[config.mk]
export PLATFORM = sky130hd
export DESIGN_NAME = switch_debouncer_flat
export DESIGN_NICKNAME = d
export VERILOG_FILES = /design/src/rtl/switch_debouncer_if.sv /design/src/rtl/switch_debouncer.sv /design/src/flat_wrapper.sv
export SDC_FILE = /design/constraint.sdc
export NUM_CORES = 1
export LEC_CHECK = 0
export BUFFER_PORTS_ARGS = -buffer_cell sky130_fd_sc_hd__buf_4
export CAP_MARGIN = 40
export CORE_MARGIN = 3
export CORE_UTILIZATION = 63
export DETAILED_ROUTE_END_ITERATION = 8
export GPL_TIMING_DRIVEN = 0
export HOLD_SLACK_MARGIN = 0.03
export PLACE_DENSITY = 0.84
export SYNTH_ARGS = -nofsm -noshare
export SYNTH_HDL_FRONTEND = slang
export SYNTH_SLANG_ARGS = --single-unit
[constraint.sdc]
create_clock -name clk -period 3.3 [get_ports clk]
set_clock_uncertainty 0.2 [all_clocks]
set_input_delay 0.825 -clock clk [delete_from_list [all_inputs] [get_ports clk]]
set_output_delay 0.825 -clock clk [all_outputs]
set_load 0.02 [all_outputs]
[src/rtl/switch_debouncer_if.sv]
// rtl/switch_debouncer_if.sv - raw switch input and conditioned outputs of switch_debouncer
interface switch_debouncer_if #(
  parameter int PCNT_W = 8
);
  logic              raw_in;
  logic              db_out;
  logic              rise_pulse;
  logic              fall_pulse;
  logic              toggle_q;
  logic [PCNT_W-1:0] press_count;

  modport master (
    input  raw_in,
    output db_out, rise_pulse, fall_pulse, toggle_q, press_count
  );

  modport slave (
    output raw_in,
    input  db_out, rise_pulse, fall_pulse, toggle_q, press_count
  );
endinterface

[src/rtl/switch_debouncer.sv]
// rtl/switch_debouncer.sv - 2-flop synchronizer plus counter-based debounce FSM with edge pulses,
// press toggle and wrapping press counter; every output comes straight from a flop.
module switch_debouncer #(
  parameter int STABLE_CYCLES = 1000000,
  parameter int PCNT_W        = 8
) (
  input  logic                 clk,
  input  logic                 rst,
  switch_debouncer_if.master   bus
);
  localparam int CNT_W = $clog2(STABLE_CYCLES + 1);
  localparam logic [CNT_W-1:0] CNT_LAST = CNT_W'(STABLE_CYCLES - 1);
  localparam bit ONE_CYCLE = (STABLE_CYCLES == 1);

  typedef enum logic [1:0] {STABLE_LO, CHK_HI, STABLE_HI, CHK_LO} state_t;

  state_t            state;
  logic              sync1, sync_s;
  logic [CNT_W-1:0]  cnt;
  logic              db_q, rise_q, fall_q, tog_q;
  logic [PCNT_W-1:0] pcnt_q;
  logic              go_hi, go_lo;

  // cnt holds how many deviating samples have been seen, including the one that
  // left the stable state, so acceptance lands exactly STABLE_CYCLES samples in.
  always_comb begin
    go_hi = 1'b0;
    go_lo = 1'b0;
    case (state)
      STABLE_LO: go_hi = sync_s && ONE_CYCLE;
      CHK_HI:    go_hi = sync_s && (cnt == CNT_LAST);
      STABLE_HI: go_lo = !sync_s && ONE_CYCLE;
      CHK_LO:    go_lo = !sync_s && (cnt == CNT_LAST);
      default:   ;
    endcase
  end

  always_ff @(posedge clk or posedge rst) begin
    if (rst) begin
      sync1  <= 1'b0;
      sync_s <= 1'b0;
      state  <= STABLE_LO;
      cnt    <= '0;
      db_q   <= 1'b0;
      rise_q <= 1'b0;
      fall_q <= 1'b0;
      tog_q  <= 1'b0;
      pcnt_q <= '0;
    end else begin
      sync1  <= bus.raw_in;
      sync_s <= sync1;
      rise_q <= go_hi;
      fall_q <= go_lo;
      if (go_hi) begin
        state  <= STABLE_HI;
        cnt    <= '0;
        db_q   <= 1'b1;
        tog_q  <= ~tog_q;
        pcnt_q <= pcnt_q + 1'b1;
      end else if (go_lo) begin
        state <= STABLE_LO;
        cnt   <= '0;
        db_q  <= 1'b0;
      end else begin
        case (state)
          STABLE_LO: if (sync_s) begin
            state <= CHK_HI;
            cnt   <= CNT_W'(1);
          end
          CHK_HI: if (!sync_s) begin
            state <= STABLE_LO;
            cnt   <= '0;
          end else begin
            cnt <= cnt + 1'b1;
          end
          STABLE_HI: if (!sync_s) begin
            state <= CHK_LO;
            cnt   <= CNT_W'(1);
          end
          CHK_LO: if (sync_s) begin
            state <= STABLE_HI;
            cnt   <= '0;
          end else begin
            cnt <= cnt + 1'b1;
          end
          default: state <= STABLE_LO;
        endcase
      end
    end
  end

  assign bus.db_out      = db_q;
  assign bus.rise_pulse  = rise_q;
  assign bus.fall_pulse  = fall_q;
  assign bus.toggle_q    = tog_q;
  assign bus.press_count = pcnt_q;
endmodule

[src/flat_wrapper.sv]
// flat-port wrapper written by rule: the top's interface ports become plain ports
module switch_debouncer_flat 
#(
  parameter int STABLE_CYCLES = 1000000,
  parameter int PCNT_W        = 8
)
  (clk, rst, bus_raw_in, bus_db_out, bus_rise_pulse, bus_fall_pulse, bus_toggle_q, bus_press_count);
  switch_debouncer_if #(.PCNT_W(PCNT_W)) bus_i ();
  input  logic clk;
  input  logic rst;
  input wire logic [$bits(bus_i.raw_in)-1:0] bus_raw_in;
  output wire logic [$bits(bus_i.db_out)-1:0] bus_db_out;
  output wire logic [$bits(bus_i.rise_pulse)-1:0] bus_rise_pulse;
  output wire logic [$bits(bus_i.fall_pulse)-1:0] bus_fall_pulse;
  output wire logic [$bits(bus_i.toggle_q)-1:0] bus_toggle_q;
  output wire logic [$bits(bus_i.press_count)-1:0] bus_press_count;
  assign bus_i.raw_in = bus_raw_in;
  assign bus_db_out = bus_i.db_out;
  assign bus_rise_pulse = bus_i.rise_pulse;
  assign bus_fall_pulse = bus_i.fall_pulse;
  assign bus_toggle_q = bus_i.toggle_q;
  assign bus_press_count = bus_i.press_count;
  switch_debouncer #(.STABLE_CYCLES(STABLE_CYCLES), .PCNT_W(PCNT_W)) u_core (.clk(clk), .rst(rst), .bus(bus_i));
endmodule
==> impl_table.tex, run 1 <==
\begin{tabular}{lr}
\hline
Metric & Value \\
\hline
\multicolumn{2}{l}{\textbf{Outcome}} \\
Status & finished clean \\
\multicolumn{2}{l}{\textbf{Timing}} \\
Post-layout min period & 2140 ps \\
Number of setup violations in the final report & 0 \\
Post-Route Setup TNS & 0 ps \\
Share of the cycle needed by the critical path after routing & 64.9\% \\
Slew of the pin with the lowest slew margin & 723 ps \\
Final hold slack & 161 ps \\
Worst-case headroom to the max-slew limit & 51.4\% \\
Max-slew violations & 0 \\
Max Fclk & 467 MHz \\
RSZ-0062 raised after global routing & no \\
Hold Fails Final Rpt & 0 \\
\multicolumn{2}{l}{\textbf{Cells and area}} \\
Core occupancy in the finished layout & 75.9\% \\
Proportion of layout cells with a drive suffix above 1 & 22.2\% \\
Antenna cells & 0 \\
Final instance count without filler cells & 238 \\
Final-layout fill cell count & 202 \\
Total non-filler cell area in the finished layout & 0.00215 mm2 \\
Area growth from synthesis to final layout & 12.4\% \\
Number of nets in the final layout & 212 \\
\multicolumn{2}{l}{\textbf{Power and ir drop}} \\
Gate power share & 7.0\% \\
Relative contribution of sequential cells to total power & 58.8\% \\
Power share of the clock group & 34.2\% \\
Leakage component of the power & 0.000976 uW \\
Internal power of the cells & 586 uW \\
Cell Pwr Density & 359 mW/mm2 \\
Worst supply voltage drop on vdd & 0.295 mV \\
Net switching power figure & 183 uW \\
Net Sw Frac & 23.8\% \\
\multicolumn{2}{l}{\textbf{Floorplanning}} \\
Row count & 19 \\
Starting utilization of the core area & 67.5\% \\
Io pins & 15 \\
Width of the die & 61.1 um \\
Floorplan die area & 0.00373 mm2 \\
Floorplan core area & 0.00283 mm2 \\
Vert. Die Dim & 61.1 um \\
\multicolumn{2}{l}{\textbf{Critical path}} \\
List of cells traversed by the critical path & ha\_1 -> and4\_4 -> and2\_4 -> and3\_4 -> or4\_1 -> nand3\_1 \\
Largest stage delay on the critical path & 500 ps \\
Crit path max-delay cell type & sky130\_fd\_sc\_hd\_\_or4\_1 \\
Critical path class & reg2reg \\
Crit start category & register \\
Data required time at the worst endpoint & 3390 ps \\
Reg2reg path depth & 6 \\
Crit path max fanout & 5 \\
Arrival time at the worst endpoint & 2230 ps \\
Capturing element type of the critical path & register \\
\multicolumn{2}{l}{\textbf{Detailed routing}} \\
Final routed DRC violation total & 0 \\
Mean routed wirelength per cell & 16.1 um \\
First DRT Iteration DRCs & 149 \\
Total Wirelength & 3.84 mm \\
First-pass iteration count of the detailed router & 4 \\
Via count normalized by instance count & 6.34 \\
Number of vias after detailed routing & 1,510 \\
Residual antenna-violating net count after detailed routing & 0 \\
\multicolumn{2}{l}{\textbf{Synth}} \\
Register bit total from synthesis & 36 \\
Number of instances in the synthesized netlist & 185 \\
Async SR Flop Fraction & 100\% \\
Fraction of the yosys area taken by sequential cells & 47.2\% \\
Top FF cell, synth & sky130\_fd\_sc\_hd\_\_dfrtp\_1 \\
Number of enable flip-flop cells after synthesis & 0 \\
Synthesized area per cell & 10.3 um2 \\
Syn nets & 190 \\
Cell area after technology mapping & 0.00191 mm2 \\
Distinct cells, synth & 47 \\
Yosys warns & 0 \\
\multicolumn{2}{l}{\textbf{Global route}} \\
Remaining global-route overflow & 0 \\
Via count of the first global-routing pass & 1,366 \\
Antenna violations before repair & 0 \\
Largest net degree at the start of global routing & 22 \\
Global-route wire length before repair & 6.29 mm \\
Overall track demand over capacity in global routing & 23.0\% \\
\multicolumn{2}{l}{\textbf{Clocking}} \\
Number of hold buffers added after CTS & 0 \\
Number of sinks handled by clock tree synthesis & 36 \\
CTS tree & yes \\
Number of gates given a new drive strength after cts & 0 \\
H-tree depth & 2 \\
Number of buffers created by CTS & 5 \\
Setup Buffers After CTS & 0 \\
Number of buffers between clock root and the deepest sink & 2 \\
Clock root buffer master & sky130\_fd\_sc\_hd\_\_clkbuf\_4 \\
CTS clk-pin slew, worst paths & 100 ps \\
Clk\_lat worst skew & 350 ps \\
\multicolumn{2}{l}{\textbf{Placement}} \\
Number of port buffers & 14 \\
Routability Congestion & 0.852 \\
Placed wire-length estimate after detailed placement & 2.78 mm \\
Placed inst area & 0.00208 mm2 \\
Count of placed standard cells including taps & 231 \\
\multicolumn{2}{l}{\textbf{Flow run}} \\
Number of max-cap violations & 0 \\
\multicolumn{2}{l}{\textbf{Worst hold path}} \\
Hold Crit Class & reg2reg \\
Hold-critical path depth & 0 \\
\hline
\end{tabular}
-- critical path, delay by kind of cell (launching register included) --
kind / cells / cell delay [ps]
flip-flops: 1 / 430
adder cells (fa/ha/maj): 1 / 280
AND/OR/NAND/NOR: 5 / 1180
-- metrics by stage --
step / total power (uW) / setup WS [ps]
finish: 770 / 1160
global route: 804 / 1080
CTS: 775 / 1150
detailed placement: 515 / 1170
global placement: 506 / 1040
floorplan: 496 / 1310
-- registers in the layout, summed over array words and instances, names as in the netlist --
signal	cells
u_core.sync_s	1
u_core.cnt	20
u_core.bus.fall_pulse	1
u_core.bus.press_count	8
u_core.bus.rise_pulse	1
u_core.state	2
u_core.bus.db_out	1
u_core.bus.toggle_q	1
u_core.sync1	1
-- cell usage in the layout, fill, tap and decap left out, types with 3 or more instances in the layout --
cell                       synthesis  layout
sky130_fd_sc_hd__a41oi_1           3       3
sky130_fd_sc_hd__nor2_1            6       6
sky130_fd_sc_hd__nand4_1          10      10
sky130_fd_sc_hd__xnor2_1           8       8
sky130_fd_sc_hd__buf_4             1      15
sky130_fd_sc_hd__and3_1            3       3
sky130_fd_sc_hd__inv_1             4       4
sky130_fd_sc_hd__o22ai_1           5       5
sky130_fd_sc_hd__xor2_1            5       5
sky130_fd_sc_hd__nand2_1          19      19
sky130_fd_sc_hd__a21oi_1          10      10
sky130_fd_sc_hd__dfrtp_1          36      36
sky130_fd_sc_hd__a31oi_1          10      10
sky130_fd_sc_hd__o21ai_0           7       7
sky130_fd_sc_hd__clkbuf_4          0       5
sky130_fd_sc_hd__nand3_1          15      15
sky130_fd_sc_hd__nand2b_1          3       3
sky130_fd_sc_hd__buf_6             4       4
-- cells by family (layout without fill, tap and decap cells) --
family,count (synthesis),after routing,share of synthesized area (%)
simple gates,77,77,25.0
compound gates,40,40,13.5
flops,36,36,47.2
xor+xnor,14,14,6.82
buf+inv,13,35,4.52
mux,3,3,1.70
fa+ha+maj,2,2,1.31
-- cells in the mapped netlist (2+ instances only) --
cell type | count | area share [%]
sky130_fd_sc_hd__dfrtp_1 | 36 | 47
sky130_fd_sc_hd__nand2_1 | 19 | 3.7
sky130_fd_sc_hd__nand3_1 | 15 | 3.9
sky130_fd_sc_hd__a21oi_1 | 10 | 2.6
sky130_fd_sc_hd__a31oi_1 | 10 | 3.3
sky130_fd_sc_hd__nand4_1 | 10 | 3.3
sky130_fd_sc_hd__xnor2_1 | 8 | 3.7
sky130_fd_sc_hd__o21ai_0 | 7 | 1.8
sky130_fd_sc_hd__nor2_1 | 6 | 1.2
sky130_fd_sc_hd__o22ai_1 | 5 | 1.6
sky130_fd_sc_hd__xor2_1 | 5 | 2.3
sky130_fd_sc_hd__buf_6 | 4 | 2.4
sky130_fd_sc_hd__inv_1 | 4 | 0.79
sky130_fd_sc_hd__a41oi_1 | 3 | 1.4
sky130_fd_sc_hd__and3_1 | 3 | 0.98
sky130_fd_sc_hd__nand2b_1 | 3 | 0.98
sky130_fd_sc_hd__and3_4 | 2 | 1.2
sky130_fd_sc_hd__buf_2 | 2 | 0.52
sky130_fd_sc_hd__ha_1 | 2 | 1.3
sky130_fd_sc_hd__mux2_2 | 2 | 1.2
sky130_fd_sc_hd__nand3b_1 | 2 | 0.79
sky130_fd_sc_hd__nor4_1 | 2 | 0.66
-- metal layers --
layer  up-vias  part of all wire [%]  track usage [%]
li1        733                     -                -
met1       728                    44             30.5
met2        40                    49             35.6
met3         9                   4.1             4.82
met4         0                   2.7             11.8
met5         -                     0                0
-- cell type report --
class / instances / area [um2] / share of cell area [%]
multi-input cells: 136 / 922 / 43.0
flip-flops and latches: 36 / 901 / 42.0
repair buffers: 15 / 133 / 6.18
plain buffers: 9 / 71.3 / 3.32
clock buffers: 7 / 65.1 / 3.03
well taps: 31 / 38.8 / 1.81
inverters: 4 / 15.0 / 0.700
-- power by group through the flow --
| stage | clock (uW) | sequential, uW | combinational [uW] |
|---|---|---|---|
| 2_1_floorplan | 0 | 459 | 37.0 |
| 3_3_place_gp | 0 | 460 | 46.4 |
| 3_5_place_dp | 0 | 461 | 54.2 |
| 4_1_cts | 268 | 452 | 54.4 |
| 5_1_grt | 290 | 453 | 61.2 |
| 6_report | 264 | 452 | 54.0 |
-- path summary, 6_finish.rpt --
check                      slack, ps                       from                                    end
max                             1160  u_core.cnt[0]$_DFFE_PP0P_             u_core.cnt[11]$_DFFE_PP0P_
min                              160     u_core.sync1$_DFF_PP0_                u_core.sync_s$_DFF_PP0_
max reg2reg                     1160  u_core.cnt[0]$_DFFE_PP0P_             u_core.cnt[11]$_DFFE_PP0P_
min reg2reg                      160     u_core.sync1$_DFF_PP0_                u_core.sync_s$_DFF_PP0_
max in group asynchronous       1990                        rst              u_core.cnt[6]$_DFFE_PP0P_
min in group asynchronous        370                        rst  u_core.bus.press_count[3]$_DFFE_PP0N_
(Power assumes the default switching activity.)
==> inputs of run 2 (changes only) <==
Settings changed: CORE_UTILIZATION 63 to 53, PLACE_DENSITY 0.84 to 0.76.
Clock period 3.3 ns to 1.8 ns, I/O delays scaled along.
==> run 2 against run 1 <==
Compared with the run above:
- the flow now finishes with violations (negative setup slack)
- global-route usage is 1.2 points lower
- clock-buffer cell count is 1 lower
- clock power is 120% higher
- highest routed layer unchanged
- flip-flop and latch count stayed put
==> impl_table.tex, run 2 (synthesis gave the netlist of run 1 again) <==
\begin{tabular}{lr}
\hline
Metric & Value \\
\hline
\multicolumn{2}{l}{\textbf{Outcome}} \\
Status & finished with violations \\
Violations in the final reports & negative setup slack \\
\multicolumn{2}{l}{\textbf{Clocking}} \\
Clk\_lat worst skew & 360 ps \\
H-tree depth & 2 \\
Clock root buffer master & sky130\_fd\_sc\_hd\_\_clkbuf\_4 \\
Number of sinks handled by clock tree synthesis & 36 \\
Number of buffers created by CTS & 5 \\
CTS tree & yes \\
CTS clk-pin slew, worst paths & 120 ps \\
Number of buffers between clock root and the deepest sink & 2 \\
\multicolumn{2}{l}{\textbf{Detailed routing}} \\
Mean routed wirelength per cell & 17.4 um \\
Residual antenna-violating net count after detailed routing & 0 \\
First-pass iteration count of the detailed router & 4 \\
Via count normalized by instance count & 6.10 \\
First DRT Iteration DRCs & 70 \\
Final routed DRC violation total & 0 \\
Number of vias after detailed routing & 1,727 \\
Total Wirelength & 4.92 mm \\
\multicolumn{2}{l}{\textbf{Critical path}} \\
Arrival time at the worst endpoint & 2060 ps \\
Reg2reg path depth & 7 \\
Crit path max fanout & 6 \\
Largest stage delay on the critical path & 410 ps \\
List of cells traversed by the critical path & ha\_2 -> and4\_4 -> and2\_4 -> a31oi\_4 -> buf\_6 -> a41oi\_2 -> a31oi\_1 \\
Crit path max-delay cell type & sky130\_fd\_sc\_hd\_\_dfrtp\_1 \\
Startpoint of the worst-slack reg-to-reg timing path & u\_core.cnt[1]\$\_DFFE\_PP0P\_ \\
Crit start category & register \\
FF-to-FF setup slack & -200 ps \\
Number of buffer and inverter instances along the worst setup path & 1 \\
RR Endpoint & u\_core.cnt[14]\$\_DFFE\_PP0P\_ \\
Critical path class & reg2reg \\
Data required time at the worst endpoint & 1860 ps \\
Capturing element type of the critical path & register \\
CP top delay family & compound AO/OA/AOI/OAI gates \\
\multicolumn{2}{l}{\textbf{Floorplanning}} \\
Floorplan core area & 0.00342 mm2 \\
Vert. Die Dim & 66.0 um \\
Width of the die & 66.0 um \\
Floorplan die area & 0.00436 mm2 \\
Row count & 21 \\
Io pins & 15 \\
Starting utilization of the core area & 55.9\% \\
\multicolumn{2}{l}{\textbf{Cells and area}} \\
Most common cell after layout, fill and taps aside & sky130\_fd\_sc\_hd\_\_buf\_4 \\
Antenna cells & 0 \\
Area growth from synthesis to final layout & 37.0\% \\
Top register by number of flip-flops & u\_core.cnt \\
Most frequent cells in the layout & sky130\_fd\_sc\_hd\_\_buf\_4, sky130\_fd\_sc\_hd\_\_dfrtp\_1, sky130\_fd\_sc\_hd\_\_nand2\_1 \\
Max FFs per register & 20 \\
Proportion of layout cells with a drive suffix above 1 & 46.0\% \\
Number of nets in the final layout & 241 \\
Final instance count without filler cells & 283 \\
Total non-filler cell area in the finished layout & 0.00262 mm2 \\
\multicolumn{2}{l}{\textbf{Placement}} \\
Routability Congestion & 0.847 \\
Count of placed standard cells including taps & 246 \\
Placed wire-length estimate after detailed placement & 2.75 mm \\
Placed inst area & 0.00211 mm2 \\
Number of port buffers & 14 \\
Pre-CTS WS & -235 ps \\
\multicolumn{2}{l}{\textbf{Global route}} \\
Antenna violations before repair & 0 \\
Via count of the first global-routing pass & 1,588 \\
Overall track demand over capacity in global routing & 21.8\% \\
Remaining global-route overflow & 0 \\
Largest net degree at the start of global routing & 21 \\
Global-route wire length before repair & 7.17 mm \\
\multicolumn{2}{l}{\textbf{Timing}} \\
Number of setup violations in the final report & 30 \\
Max Fclk & 500 MHz \\
Final hold slack & 42.4 ps \\
Worst-case headroom to the max-slew limit & 44.4\% \\
Slew of the pin with the lowest slew margin & 833 ps \\
Hold Fails Final Rpt & 0 \\
Minimum setup slack in the final design & -199 ps \\
Post-layout min period & 2000 ps \\
Share of the cycle needed by the critical path after routing & 111\% \\
Post-Route Setup TNS & -2500 ps \\
RSZ-0062 raised after global routing & yes \\
Max-slew violations & 0 \\
\multicolumn{2}{l}{\textbf{Worst hold path}} \\
Hold Crit Class & in2async \\
\multicolumn{2}{l}{\textbf{Power and ir drop}} \\
Leakage component of the power & 0.00118 uW \\
Cell Pwr Density & 598 mW/mm2 \\
Worst supply voltage drop on vdd & 0.424 mV \\
\multicolumn{2}{l}{\textbf{Flow run}} \\
Number of max-cap violations & 0 \\
\hline
\end{tabular}
## run 2: layout make-up
type	instances	area [um2]
Multi-Input combinational cell	136	1100
Buffer	9	83.8
Inverter	4	15.0
Clock inverter	2	35.0
Sequential cell	36	910
Tap cell	46	57.6
Timing Repair Buffer	44	375
Clock buffer	6	41.3
Fill cell	213	800
## run 2: power by group
part / leakage [uW] / switching, uW / internal [uW]
sequential: 0.000481 / 8.95 / 820
combinational: 0.000661 / 90.3 / 72.8
clock: 0.0000422 / 281 / 291
total: 0.00118 / 380 / 1180
## run 2: layer usage
metal	share of wire, %	vias to the layer above	track usage [%]
li1	-	785	-
met1	40	851	26.3
met3	5.8	14	4.59
met2	52	77	37.3
met5	0	-	0
met4	2.5	0	9.64
## run 2: what timing repair did
action	in CTS	in global routing
setup buffers	19	7
pin swaps	22	19
resized for setup	27	31
hold buffers	1	0
cloned	2	0
hold endpoints to repair	1	0
endpoints found under the setup margin	31	32
## run 2: worst max-delay path by stage
stage | start | endpoint | slack, ps | cells after the start
after CTS | u_core.cnt[8]$_DFFE_PP0P_ | u_core.bus.press_count[1]$_DFFE_PP0N_ | -130 | 5
after global placement | rst | u_core.cnt[8]$_DFFE_PP0P_ | -210 | 2
final | u_core.cnt[1]$_DFFE_PP0P_ | u_core.cnt[14]$_DFFE_PP0P_ | -200 | 7
after global routing | u_core.sync_s$_DFF_PP0_ | u_core.cnt[14]$_DFFE_PP0P_ | -230 | 7
after floorplan | u_core.cnt[0]$_DFFE_PP0P_ | u_core.bus.press_count[1]$_DFFE_PP0N_ | -100 | 6
after detailed placement | u_core.cnt[0]$_DFFE_PP0P_ | u_core.cnt[18]$_DFFE_PP0P_ | -230 | 6
## run 2: through the flow
step | utilization [%] | total power (uW)
floorplan | - | 911
global placement | 60.9 | 930
detailed placement | 61.7 | 943
CTS | 72.0 | 1540
global route | 76.6 | 1610
finish | 76.6 | 1560
==> inputs of run 3 (changes only) <==
Settings changed: CAP_MARGIN 40 to 10, CTS_BUF_LIST set to sky130_fd_sc_hd__clkbuf_16.
==> run 3 against run 2 <==
Compared with the run above:
- the run still ends with negative setup slack left
- first-iteration DRC count grew 120%
- cell area up 3.1%
- fmax increased by 0.90%
- sequential share of layout area fell by 1.1 points
- flip-flop and latch count unchanged
- wire length is 4.3% higher
- critical path depth unchanged
- total power grew 25%
- non-clock buffer count shrank 1
- die area stayed put
- critical path type unchanged
- critical endpoint is now u_core.bus.press_count[6]$_DFFE_PP0N_
- largest cell class unchanged
- highest routed layer unchanged
==> impl_table.tex, run 3 (synthesis gave the netlist of run 1 again) <==
\begin{tabular}{lr}
\hline
Metric & Value \\
\hline
\multicolumn{2}{l}{\textbf{Outcome}} \\
Status & finished with violations \\
Violations in the final reports & negative setup slack \\
\multicolumn{2}{l}{\textbf{Cells and area}} \\
Most frequent cells in the layout & sky130\_fd\_sc\_hd\_\_buf\_4, sky130\_fd\_sc\_hd\_\_dfrtp\_1, sky130\_fd\_sc\_hd\_\_nand2\_1 \\
Number of nets in the final layout & 240 \\
Final-layout fill cell count & 203 \\
Final instance count without filler cells & 282 \\
Most common cell after layout, fill and taps aside & sky130\_fd\_sc\_hd\_\_buf\_4 \\
Area growth from synthesis to final layout & 41.2\% \\
Flip-flop and latch area & 908 um2 \\
Multi-input combinational cell area & 0.00111 mm2 \\
Max FFs per register & 20 \\
Antenna cells & 0 \\
Top register by number of flip-flops & u\_core.cnt \\
Total non-filler cell area in the finished layout & 0.00270 mm2 \\
Proportion of layout cells with a drive suffix above 1 & 47.5\% \\
\multicolumn{2}{l}{\textbf{Timing}} \\
Final hold slack & 72.7 ps \\
Max-slew violations & 0 \\
Slew of the pin with the lowest slew margin & 843 ps \\
RSZ-0062 raised after global routing & yes \\
Hold Fails Final Rpt & 0 \\
Number of setup violations in the final report & 30 \\
Share of the cycle needed by the critical path after routing & 110\% \\
Post-Route Setup TNS & -2580 ps \\
Minimum setup slack in the final design & -181 ps \\
Max Fclk & 505 MHz \\
Post-layout min period & 1980 ps \\
Worst-case headroom to the max-slew limit & 43.7\% \\
\multicolumn{2}{l}{\textbf{Placement}} \\
Count of placed standard cells including taps & 246 \\
Routability Congestion & 0.847 \\
Pre-CTS WS & -235 ps \\
Placed wire-length estimate after detailed placement & 2.75 mm \\
Placed inst area & 0.00211 mm2 \\
Number of port buffers & 14 \\
\multicolumn{2}{l}{\textbf{Critical path}} \\
Data required time at the worst endpoint & 1790 ps \\
Capture point of the worst path & u\_core.bus.press\_count[6]\$\_DFFE\_PP0N\_ \\
RR Endpoint & u\_core.bus.press\_count[6]\$\_DFFE\_PP0N\_ \\
Capturing element type of the critical path & register \\
Crit start category & register \\
Arrival time at the worst endpoint & 1970 ps \\
Critical path class & reg2reg \\
FF-to-FF setup slack & -180 ps \\
Crit path max fanout & 9 \\
First element of the critical path & u\_core.cnt[0]\$\_DFFE\_PP0P\_ \\
Reg2reg path depth & 7 \\
Startpoint of the worst-slack reg-to-reg timing path & u\_core.cnt[0]\$\_DFFE\_PP0P\_ \\
\multicolumn{2}{l}{\textbf{Global route}} \\
Overall track demand over capacity in global routing & 23.6\% \\
Remaining global-route overflow & 0 \\
Largest net degree at the start of global routing & 21 \\
Antenna violations before repair & 0 \\
Global-route wire length before repair & 7.67 mm \\
Via count of the first global-routing pass & 1,596 \\
\multicolumn{2}{l}{\textbf{Detailed routing}} \\
Number of vias after detailed routing & 1,711 \\
Via count normalized by instance count & 6.07 \\
Total Wirelength & 5.13 mm \\
First-pass iteration count of the detailed router & 4 \\
Residual antenna-violating net count after detailed routing & 0 \\
Final routed DRC violation total & 0 \\
Mean routed wirelength per cell & 18.2 um \\
First DRT Iteration DRCs & 154 \\
\multicolumn{2}{l}{\textbf{Power and ir drop}} \\
Cell Pwr Density & 726 mW/mm2 \\
Leakage component of the power & 0.00121 uW \\
Worst supply voltage drop on vdd & 0.452 mV \\
\multicolumn{2}{l}{\textbf{Clocking}} \\
Number of hold buffers added after CTS & 0 \\
Clock root buffer master & sky130\_fd\_sc\_hd\_\_clkbuf\_16 \\
CTS tree & yes \\
Clk\_lat worst skew & 290 ps \\
CTS clk-pin slew, worst paths & 50 ps \\
H-tree depth & 2 \\
Number of buffers between clock root and the deepest sink & 2 \\
Number of sinks handled by clock tree synthesis & 36 \\
Number of buffers created by CTS & 5 \\
\multicolumn{2}{l}{\textbf{Floorplanning}} \\
Vert. Die Dim & 66.0 um \\
Floorplan die area & 0.00436 mm2 \\
Floorplan core area & 0.00342 mm2 \\
Width of the die & 66.0 um \\
Io pins & 15 \\
Row count & 21 \\
Starting utilization of the core area & 55.9\% \\
\multicolumn{2}{l}{\textbf{Worst hold path}} \\
Hold Crit Class & in2reg \\
\multicolumn{2}{l}{\textbf{Flow run}} \\
Number of max-cap violations & 0 \\
\hline
\end{tabular}
-- run 3: changes by cell type in the layout (fill, tap and decap cells not counted), moves of 3 or more --
cell	change
sky130_fd_sc_hd__nand2_1	-3
sky130_fd_sc_hd__clkbuf_16	+5
sky130_fd_sc_hd__nand2_2	+3
sky130_fd_sc_hd__clkbuf_4	-6
-- run 3: worst max-delay path: stages (launching register included) --
cell and delay (ps):
sky130_fd_sc_hd__dfrtp_1 360, sky130_fd_sc_hd__ha_2 210, sky130_fd_sc_hd__and4_4 240, sky130_fd_sc_hd__and2_4 170, sky130_fd_sc_hd__and4b_1 230, sky130_fd_sc_hd__buf_6 140, sky130_fd_sc_hd__nand4_1 120, sky130_fd_sc_hd__xnor2_1 220
-- run 3: routing by layer --
layer | share of wire, % | global-route usage [%] | routed length [um]
met4 | 2.6 | 12.7 | 135
met3 | 4.6 | 7.31 | 237
met5 | 0 | 0 | 0
met2 | 51 | 37.0 | 2620
met1 | 42 | 28.8 | 2140
-- run 3: metrics by stage --
step                      utilization (%)  power, uW
final                                78.9       1960
after global routing                 78.9       2020
after CTS                            74.4       1940
after detailed placement             61.7        943
after global placement               60.9        930
after floorplan                         -        911
-- run 3: power breakdown --
part	switching, uW	internal (uW)	total, uW
clock	331	645	976
combinational	87.1	66.4	153
sequential	8.16	821	829
-- run 3: timing repair --
action / in CTS / in global routing
gates cloned: 2 / 0
endpoints found under the setup margin: 30 / 32
pin swaps: 22 / 21
resized for setup: 32 / 27
endpoints found under the hold margin: 0 / 0
buffers inserted: 19 / 10
-- run 3: area by class of cell --
class	instances	area share, %
Inverter	4	0.557
Timing Repair Buffer	45	14.2
Clock buffer	5	4.64
Clock inverter	3	1.44
Tap cell	46	2.13
Multi-Input combinational cell	136	41.1
Buffer	7	2.18
Sequential cell	36	33.7
-- run 3: worst min path at each step --
stage / depth (start not counted) / to / start
floorplan: 0 / u_core.sync_s$_DFF_PP0_ / u_core.sync1$_DFF_PP0_
global placement: 0 / u_core.sync_s$_DFF_PP0_ / u_core.sync1$_DFF_PP0_
detailed placement: 0 / u_core.sync_s$_DFF_PP0_ / u_core.sync1$_DFF_PP0_
CTS: 1 / u_core.sync1$_DFF_PP0_ / bus_raw_in
global route: 1 / u_core.sync1$_DFF_PP0_ / bus_raw_in
finish: 1 / u_core.sync1$_DFF_PP0_ / bus_raw_in
